<file path="src/rtl/safecrack_lock_gen.sv">
`default_nettype none
// ============================================================================
//  Module      : safecrack_lock_gen
//  Description : Parametrised combination lock. Active-low keys are
//                synchronised and edge-detected, then drive an entry / open /
//                error / lockout / programming state machine. The code lives
//                in a run-time programmable register. LEDs report progress.
//  Revision    : 1.0 - initial release
// ============================================================================
module safecrack_lock_gen #(
    parameter int NUM_BTNS       = 4,
    parameter int CODE_LEN       = 4,
    parameter logic [CODE_LEN*$clog2(NUM_BTNS)-1:0] DEFAULT_CODE = 8'hE4,
    parameter bit EARLY_ERR      = 1'b1,
    parameter int OPEN_CYCLES    = 250_000_000,
    parameter int ERR_CYCLES     = 150_000_000,
    parameter int MAX_FAILS      = 3,
    parameter int LOCKOUT_CYCLES = 500_000_000
) (
    input  logic                             clk,
    input  logic                             rst,
    input  logic [NUM_BTNS-1:0]              btn,
    input  logic                             prog_req,
    output logic [CODE_LEN-1:0]              led_green,
    output logic                             led_red,
    output logic                             open,
    output logic                             lockout,
    output logic                             prog_active,
    output logic [$clog2(MAX_FAILS+1)-1:0]   fail_count
);

    localparam int c_idx_w  = $clog2(NUM_BTNS);
    localparam int c_code_w = CODE_LEN * c_idx_w;
    localparam int c_pos_w  = (CODE_LEN > 1) ? $clog2(CODE_LEN) : 1;
    localparam int c_fail_w = $clog2(MAX_FAILS + 1);
    localparam int c_max_cyc =
        (OPEN_CYCLES > ERR_CYCLES)
            ? ((OPEN_CYCLES > LOCKOUT_CYCLES) ? OPEN_CYCLES : LOCKOUT_CYCLES)
            : ((ERR_CYCLES  > LOCKOUT_CYCLES) ? ERR_CYCLES  : LOCKOUT_CYCLES);
    localparam int c_tmr_w  = $clog2(c_max_cyc + 1);

    localparam logic [c_pos_w-1:0]  c_last_pos  = c_pos_w'(CODE_LEN - 1);
    localparam logic [c_pos_w-1:0]  c_pos_one   = c_pos_w'(1);
    localparam logic [c_fail_w-1:0] c_fail_one  = c_fail_w'(1);
    localparam logic [c_fail_w-1:0] c_fail_max  = c_fail_w'(MAX_FAILS);
    localparam logic [c_tmr_w-1:0]  c_tmr_one   = c_tmr_w'(1);
    localparam logic [c_tmr_w-1:0]  c_open_last = c_tmr_w'(OPEN_CYCLES - 1);
    localparam logic [c_tmr_w-1:0]  c_err_last  = c_tmr_w'(ERR_CYCLES - 1);
    localparam logic [c_tmr_w-1:0]  c_lock_last = c_tmr_w'(LOCKOUT_CYCLES - 1);

    typedef enum logic [2:0] {
        ST_ENTRY   = 3'd0,
        ST_OPEN    = 3'd1,
        ST_ERROR   = 3'd2,
        ST_LOCKOUT = 3'd3,
        ST_PROG    = 3'd4
    } state_e;

    // Synchroniser flops carry no reset so they keep tracking the keys while
    // rst is high; a key held through reset is then already "pressed" when
    // prev is released from all-ones, and produces no edge.
    logic [NUM_BTNS-1:0] sync1_q, sync2_q;
    logic [NUM_BTNS-1:0] prev_q, prev_d;
    state_e              state_q, state_d;
    logic [c_pos_w-1:0]  pos_q, pos_d;
    logic                miss_q, miss_d;
    logic [c_fail_w-1:0] fail_q, fail_d;
    logic [c_code_w-1:0] code_q, code_d;
    logic [c_code_w-1:0] shadow_q, shadow_d;
    logic [c_tmr_w-1:0]  timer_q, timer_d;

    logic [NUM_BTNS-1:0] pressed;
    logic [NUM_BTNS-1:0] key_edge;
    logic                any_edge;
    logic                single_edge;
    logic [c_idx_w-1:0]  key_digit;
    logic [c_idx_w-1:0]  code_digit;
    logic                digit_ok;
    logic [c_code_w-1:0] shadow_wr;
    logic [c_fail_w-1:0] fail_inc;
    logic                fail_evt;
    logic                tmr_restart;
    logic [CODE_LEN-1:0] therm;

    // Two-stage synchroniser for the asynchronous keys
    always_ff @(posedge clk) begin
        sync1_q <= btn;
        sync2_q <= sync1_q;
    end

    assign pressed  = ~sync2_q;
    assign key_edge = pressed & ~prev_q;
    assign any_edge = |key_edge;
    // One-hot test: clearing the lowest set bit must leave nothing behind
    assign single_edge = any_edge &&
        ((key_edge & (key_edge - NUM_BTNS'(1))) == '0);
    assign fail_inc = fail_q + c_fail_one;

    // Key index encoder and code/shadow digit selection at the current position
    always_comb begin
        key_digit  = '0;
        code_digit = '0;
        shadow_wr  = shadow_q;
        for (int i = 0; i < NUM_BTNS; i++) begin
            if (key_edge[i]) key_digit = c_idx_w'(i);
        end
        for (int i = 0; i < CODE_LEN; i++) begin
            if (pos_q == c_pos_w'(i)) begin
                code_digit                   = code_q[i*c_idx_w +: c_idx_w];
                shadow_wr[i*c_idx_w +: c_idx_w] = key_digit;
            end
        end
    end

    // A multi-press can never match; code digits beyond the key range never
    // equal an encoded key index, so they never match either.
    assign digit_ok = single_edge && (code_digit == key_digit);

    // Next-state logic: entry checking, timed states, programming
    always_comb begin
        state_d     = state_q;
        pos_d       = pos_q;
        miss_d      = miss_q;
        fail_d      = fail_q;
        code_d      = code_q;
        shadow_d    = shadow_q;
        timer_d     = timer_q;
        prev_d      = pressed;
        fail_evt    = 1'b0;
        tmr_restart = 1'b0;

        case (state_q)
            ST_ENTRY: begin
                if (any_edge) begin
                    if (EARLY_ERR) begin
                        if (!digit_ok) begin
                            fail_evt = 1'b1;
                        end else if (pos_q == c_last_pos) begin
                            state_d = ST_OPEN;
                        end else begin
                            pos_d = pos_q + c_pos_one;
                        end
                    end else begin
                        if (pos_q == c_last_pos) begin
                            if (!miss_q && digit_ok) state_d  = ST_OPEN;
                            else                     fail_evt = 1'b1;
                        end else begin
                            pos_d  = pos_q + c_pos_one;
                            miss_d = miss_q | ~digit_ok;
                        end
                    end
                end
                if (state_d == ST_OPEN) begin
                    pos_d  = '0;
                    miss_d = 1'b0;
                    fail_d = '0;
                end
            end
            ST_OPEN: begin
                if (prog_req) begin
                    state_d  = ST_PROG;
                    pos_d    = '0;
                    shadow_d = code_q;
                end else if (timer_q == c_open_last) begin
                    state_d = ST_ENTRY;
                end
            end
            ST_ERROR: begin
                if (timer_q == c_err_last) state_d = ST_ENTRY;
            end
            ST_LOCKOUT: begin
                if (timer_q == c_lock_last) begin
                    state_d = ST_ENTRY;
                    fail_d  = '0;
                end
            end
            ST_PROG: begin
                // Completing the code takes priority over an abort in the same cycle
                if (single_edge && (pos_q == c_last_pos)) begin
                    code_d  = shadow_wr;
                    state_d = ST_ENTRY;
                    pos_d   = '0;
                end else if (!prog_req) begin
                    state_d = ST_ENTRY;
                    pos_d   = '0;
                end else if (single_edge) begin
                    shadow_d    = shadow_wr;
                    pos_d       = pos_q + c_pos_one;
                    tmr_restart = 1'b1;
                end else if (timer_q == c_open_last) begin
                    state_d = ST_ENTRY;
                    pos_d   = '0;
                end
            end
            default: begin
                state_d = ST_ENTRY;
                pos_d   = '0;
                miss_d  = 1'b0;
            end
        endcase

        if (fail_evt) begin
            fail_d  = fail_inc;
            state_d = (fail_inc == c_fail_max) ? ST_LOCKOUT : ST_ERROR;
            pos_d   = '0;
            miss_d  = 1'b0;
        end

        // Timed states leave on their last count, so the timer never wraps
        if ((state_d != state_q) || tmr_restart) begin
            timer_d = '0;
        end else if (state_q != ST_ENTRY) begin
            timer_d = timer_q + c_tmr_one;
        end
    end

    // State and datapath registers
    always_ff @(posedge clk) begin
        if (rst) begin
            state_q  <= ST_ENTRY;
            pos_q    <= '0;
            miss_q   <= 1'b0;
            fail_q   <= '0;
            code_q   <= DEFAULT_CODE;
            shadow_q <= DEFAULT_CODE;
            timer_q  <= '0;
            prev_q   <= '1;
        end else begin
            state_q  <= state_d;
            pos_q    <= pos_d;
            miss_q   <= miss_d;
            fail_q   <= fail_d;
            code_q   <= code_d;
            shadow_q <= shadow_d;
            timer_q  <= timer_d;
            prev_q   <= prev_d;
        end
    end

    generate
        for (genvar g = 0; g < CODE_LEN; g++) begin : g_therm
            assign therm[g] = (pos_q > c_pos_w'(g));
        end
    endgenerate

    // Moore output decode from registered state and position
    always_comb begin
        led_green   = '0;
        led_red     = 1'b0;
        open        = 1'b0;
        lockout     = 1'b0;
        prog_active = 1'b0;
        case (state_q)
            ST_ENTRY:   led_green = therm;
            ST_OPEN: begin
                led_green = '1;
                open      = 1'b1;
            end
            ST_ERROR:   led_red = 1'b1;
            ST_LOCKOUT: begin
                led_red = 1'b1;
                lockout = 1'b1;
            end
            ST_PROG: begin
                led_green   = therm;
                prog_active = 1'b1;
            end
            default:    led_green = '0;
        endcase
    end

    assign fail_count = fail_q;

endmodule
`default_nettype wire

</file>
<file path="config.mk">
export PLATFORM = sky130hd
export DESIGN_NAME = safecrack_lock_gen
export DESIGN_NICKNAME = d
export VERILOG_FILES = /design/src/rtl/safecrack_lock_gen.sv
export SDC_FILE = /design/constraint.sdc
export NUM_CORES = 1
export LEC_CHECK = 0
export ABC_AREA = 1
export BUFFER_PORTS_ARGS = -buffer_cell sky130_fd_sc_hd__buf_4
export CORE_MARGIN = 3
export CORE_UTILIZATION = 55
export DETAILED_ROUTE_END_ITERATION = 6
export GPL_ROUTABILITY_DRIVEN = 0
export PLACE_DENSITY = 0.7
export SLEW_MARGIN = 20
export SYNTH_ARGS = -nofsm -noshare
export SYNTH_HDL_FRONTEND = slang
export SYNTH_SLANG_ARGS = --single-unit
</file>
<file path="constraint.sdc">
create_clock -name clk -period 6.4 [get_ports clk]
set_input_delay 0.96 -clock clk [delete_from_list [all_inputs] [get_ports clk]]
set_output_delay 0.96 -clock clk [all_outputs]
set_load 0.01 [all_outputs]
</file>
==> impl_metrics.tcl <==
set metrics [dict create \
    diodes 0 \
    grt_overflow_total 0 \
    finalSetupViolCount 0 \
    fin_area_um2 3890 \
    synth_top_cells_by_count "nand2_1, nor2_1, inv_1" \
    placed_cell_area_um2 3680 \
    grt_start_max_net_pins 30 \
    reg2reg_from "pos_q[0]" \
    skew_ns 0.00885 \
    gr-max-usage-layer "met2" \
    instances_no_fill 601 \
    critPathLaunchType "flip-flop" \
    synth_nets 516 \
    fp.coreArea_um2 6060 \
    synth_area_leaders "dfxtp_1, nand2_1, nor2_1, inv_1, xor2_1" \
    dp_cells 585 \
    die_x_um 86.1 \
    antenna_found_initial 0 \
    cellPowerDensity_nw_per_um2 242 \
    fin_crit_sh 0.444 \
    fmax_mhz 352 \
    vias_per_cell 5.13 \
    h-tree-depth 3 \
    rows 28 \
    yosysWarnings 0 \
    rsz0062_at_grt "no" \
    syn_area_um2 3530 \
    crit_type "reg2reg" \
    drv_cap 0 \
    cts.sinks 63 \
    rr_worst_depth 15 \
    outcome "finished clean" \
    wl_per_cell_um 12.2 \
    sequentialPowerShare 0.440 \
    hold_end "sync2_q[2]" \
    synth.distinct_cells 46 \
    pwr-share-comb 0.166 \
    min_from "sync1_q[2]" \
    antenna_left 0 \
    required_ns 6.65 \
    cts_buffer_depth 2 \
    syn_avg_cell_area_um2 7.02 \
    ys_seq_area_frac 0.357 \
    dp_hpwl_um 5390 \
    synth.top_cell.area_share 0.357 \
    leakagePower_nw 1.65 \
    hold_violations 0 \
    post-cts-setup-buffer-count 0 \
    clkTransAtPathRegs_ns 0.07 \
    maxSlewViolCount 0 \
    grt_pass1_vias 2977 \
    drcViolationCount 0 \
    tightest_slew_ns 0.883 \
    die_h_um 86.1 \
    drtPass1Iterations 5 \
    ioPinCount 17 \
    fin_setup_tns_ns 0 \
    synth_edf_count 0 \
    cp-end-kind "flip-flop" \
    clk_latency_ns 0.34 \
    synth_flop_cell "dfxtp_1" \
    globalRouteMet1Util 0.263 \
    layout-drive-gt1-share 0.127 \
    numPortBuffers 16 \
    synthArstFlopShare 0 \
    netlist_instances 503 \
    p_switching_mw 0.268 \
    detail_route.iter0.violations 129 \
    whs_path_depth 0 \
    use_met2 0.377 \
    start_util 0.583 \
    cts_made_buffers 9 \
    yosysMostFrequentCell "nand2_1" \
    post-synth-top-area-cell "dfxtp_1" \
    peakVddDrop_mv 0.186 \
    die-area_um2 7420 \
    grtUsageMet3 0.0346 \
    p_int_mw 0.671 \
    synth_seq_cells 63 \
    cts_resized 0 \
    cts_tree "yes" \
    r2r-end "timer_q[28]" \
    period_minus_slack_ns 2.84 \
    cts_root_buf "clkbuf_8" \
    routed_wl_um 7340 \
    grt_pass1_wl_um 13000 \
    swShare 0.285 \
    maxSlewHeadroom 0.411 \
    arrival_ns 3.09 \
    holdCritPathClass "reg2reg" \
    nNetsFinal 534 \
    critical_path.max_fanout 29 \
    syn_to_final_growth_pct 10.1 \
    vias 3082 \
    grtUsageTotal 0.219 \
    hold_buffers 0 \
    regToRegSetupSlack_ns 3.56 \
    p_clk_frac 0.394 \
]
-- power by group through the flow --
| stage | clock [mW] | sequential (mW) | combinational (mW) |
|---|---|---|---|
| floorplan | 0 | 0.421 | 0.124 |
| global placement | 0 | 0.422 | 0.155 |
| detailed placement | 0 | 0.422 | 0.156 |
| CTS | 0.376 | 0.414 | 0.157 |
| global route | 0.392 | 0.415 | 0.176 |
| finish | 0.370 | 0.414 | 0.156 |
-- worst max path at each step --
stage | start | to | slack (ns) | cells past startpoint
2_1_floorplan | pos_q[1] | led_green[1] | 4.35 | 4
3_3_place_gp | rst | timer_q[4] | 3.49 | 8
3_5_place_dp | rst | timer_q[28] | 3.41 | 8
4_1_cts | pos_q[0] | timer_q[28] | 3.51 | 15
5_1_grt | pos_q[0] | timer_q[14] | 3.22 | 15
6_report | pos_q[0] | timer_q[28] | 3.56 | 15
-- layout by cell type, fill, tap and decap left out, drive strengths merged, types with 2 or more instances in the layout --
cell type / count
buf: 16
nor3: 20
nor2: 91
xor2: 22
bufinv: 2
ha: 6
clkbuf: 12
inv: 78
a31oi: 2
nor4: 3
a211oi: 8
nand3: 28
o221ai: 2
nand2: 117
xnor2: 2
clkinv: 3
a21oi: 11
dfxtp: 63
o21ai: 18
or2: 2
o211ai: 4
nand4: 9
-- critical path: stages (launching register included) --
cell and delay [ns]:
dfxtp_1 0.39, inv_1 0.10, ha_1 0.29, nand2_1 0.10
nand2_1 0.05, nand3_1 0.06, nand2_1 0.08, nand2_1 0.07
nand2_1 0.05, nand2_1 0.15, nand3_4 0.12, nand3_1 0.13
nand2_1 0.08, nand2_1 0.09, nand3_2 0.68, nor2_1 0.30
-- per-stage QoR --
| stage | power [mW] | worst slack, ns | hold WS [ns] | utilization |
|---|---|---|---|---|
| after global routing | 0.983 | 3.22 | 0.342 | 0.641 |
| final | 0.940 | 3.56 | 0.328 | 0.641 |
| after floorplan | 0.544 | 4.35 | 0.310 | - |
| after detailed placement | 0.578 | 3.41 | 0.316 | 0.607 |
| after global placement | 0.576 | 3.49 | 0.311 | 0.607 |
| after CTS | 0.947 | 3.51 | 0.331 | 0.641 |
-- state kept, by name, summed over array words and instances, names as in the netlist --
signal / cells
code_q: 8
timer_q: 29
shadow_q: 7
fail_count: 2
sync2_q: 4
state_q: 3
sync1_q: 4
pos_q: 2
prev_q: 4
-- kinds of logic (layout without fill, tap and decap cells) --
group,Yosys count,in the layout,synth area share
compound gates,48,48,0.0826
xor+xnor,24,24,0.0595
fa+ha+maj,6,6,0.0213
buf+inv,88,111,0.103
flops,63,63,0.357
mux,1,1,0.00283
simple gates,273,273,0.374
-- metal layers --
| metal | wire length [um] | vias up |
|---|---|---|
| li1 | - | 1623 |
| met1 | 3320 | 1377 |
| met2 | 3590 | 68 |
| met3 | 271 | 14 |
| met4 | 157 | 0 |
| met5 | 0 | - |
-- final cells by class --
| type | instances | area, um^2 |
|---|---|---|
| tap | 75 | 93.8 |
| inverter | 79 | 299 |
| sequential | 63 | 1260 |
| fill | 570 | 2170 |
| clock buffer | 12 | 135 |
| multi-input combinational | 352 | 1910 |
| timing repair buffer | 16 | 120 |
| clock inverter | 4 | 70.1 |
Power figures use the tool's default switching activity.
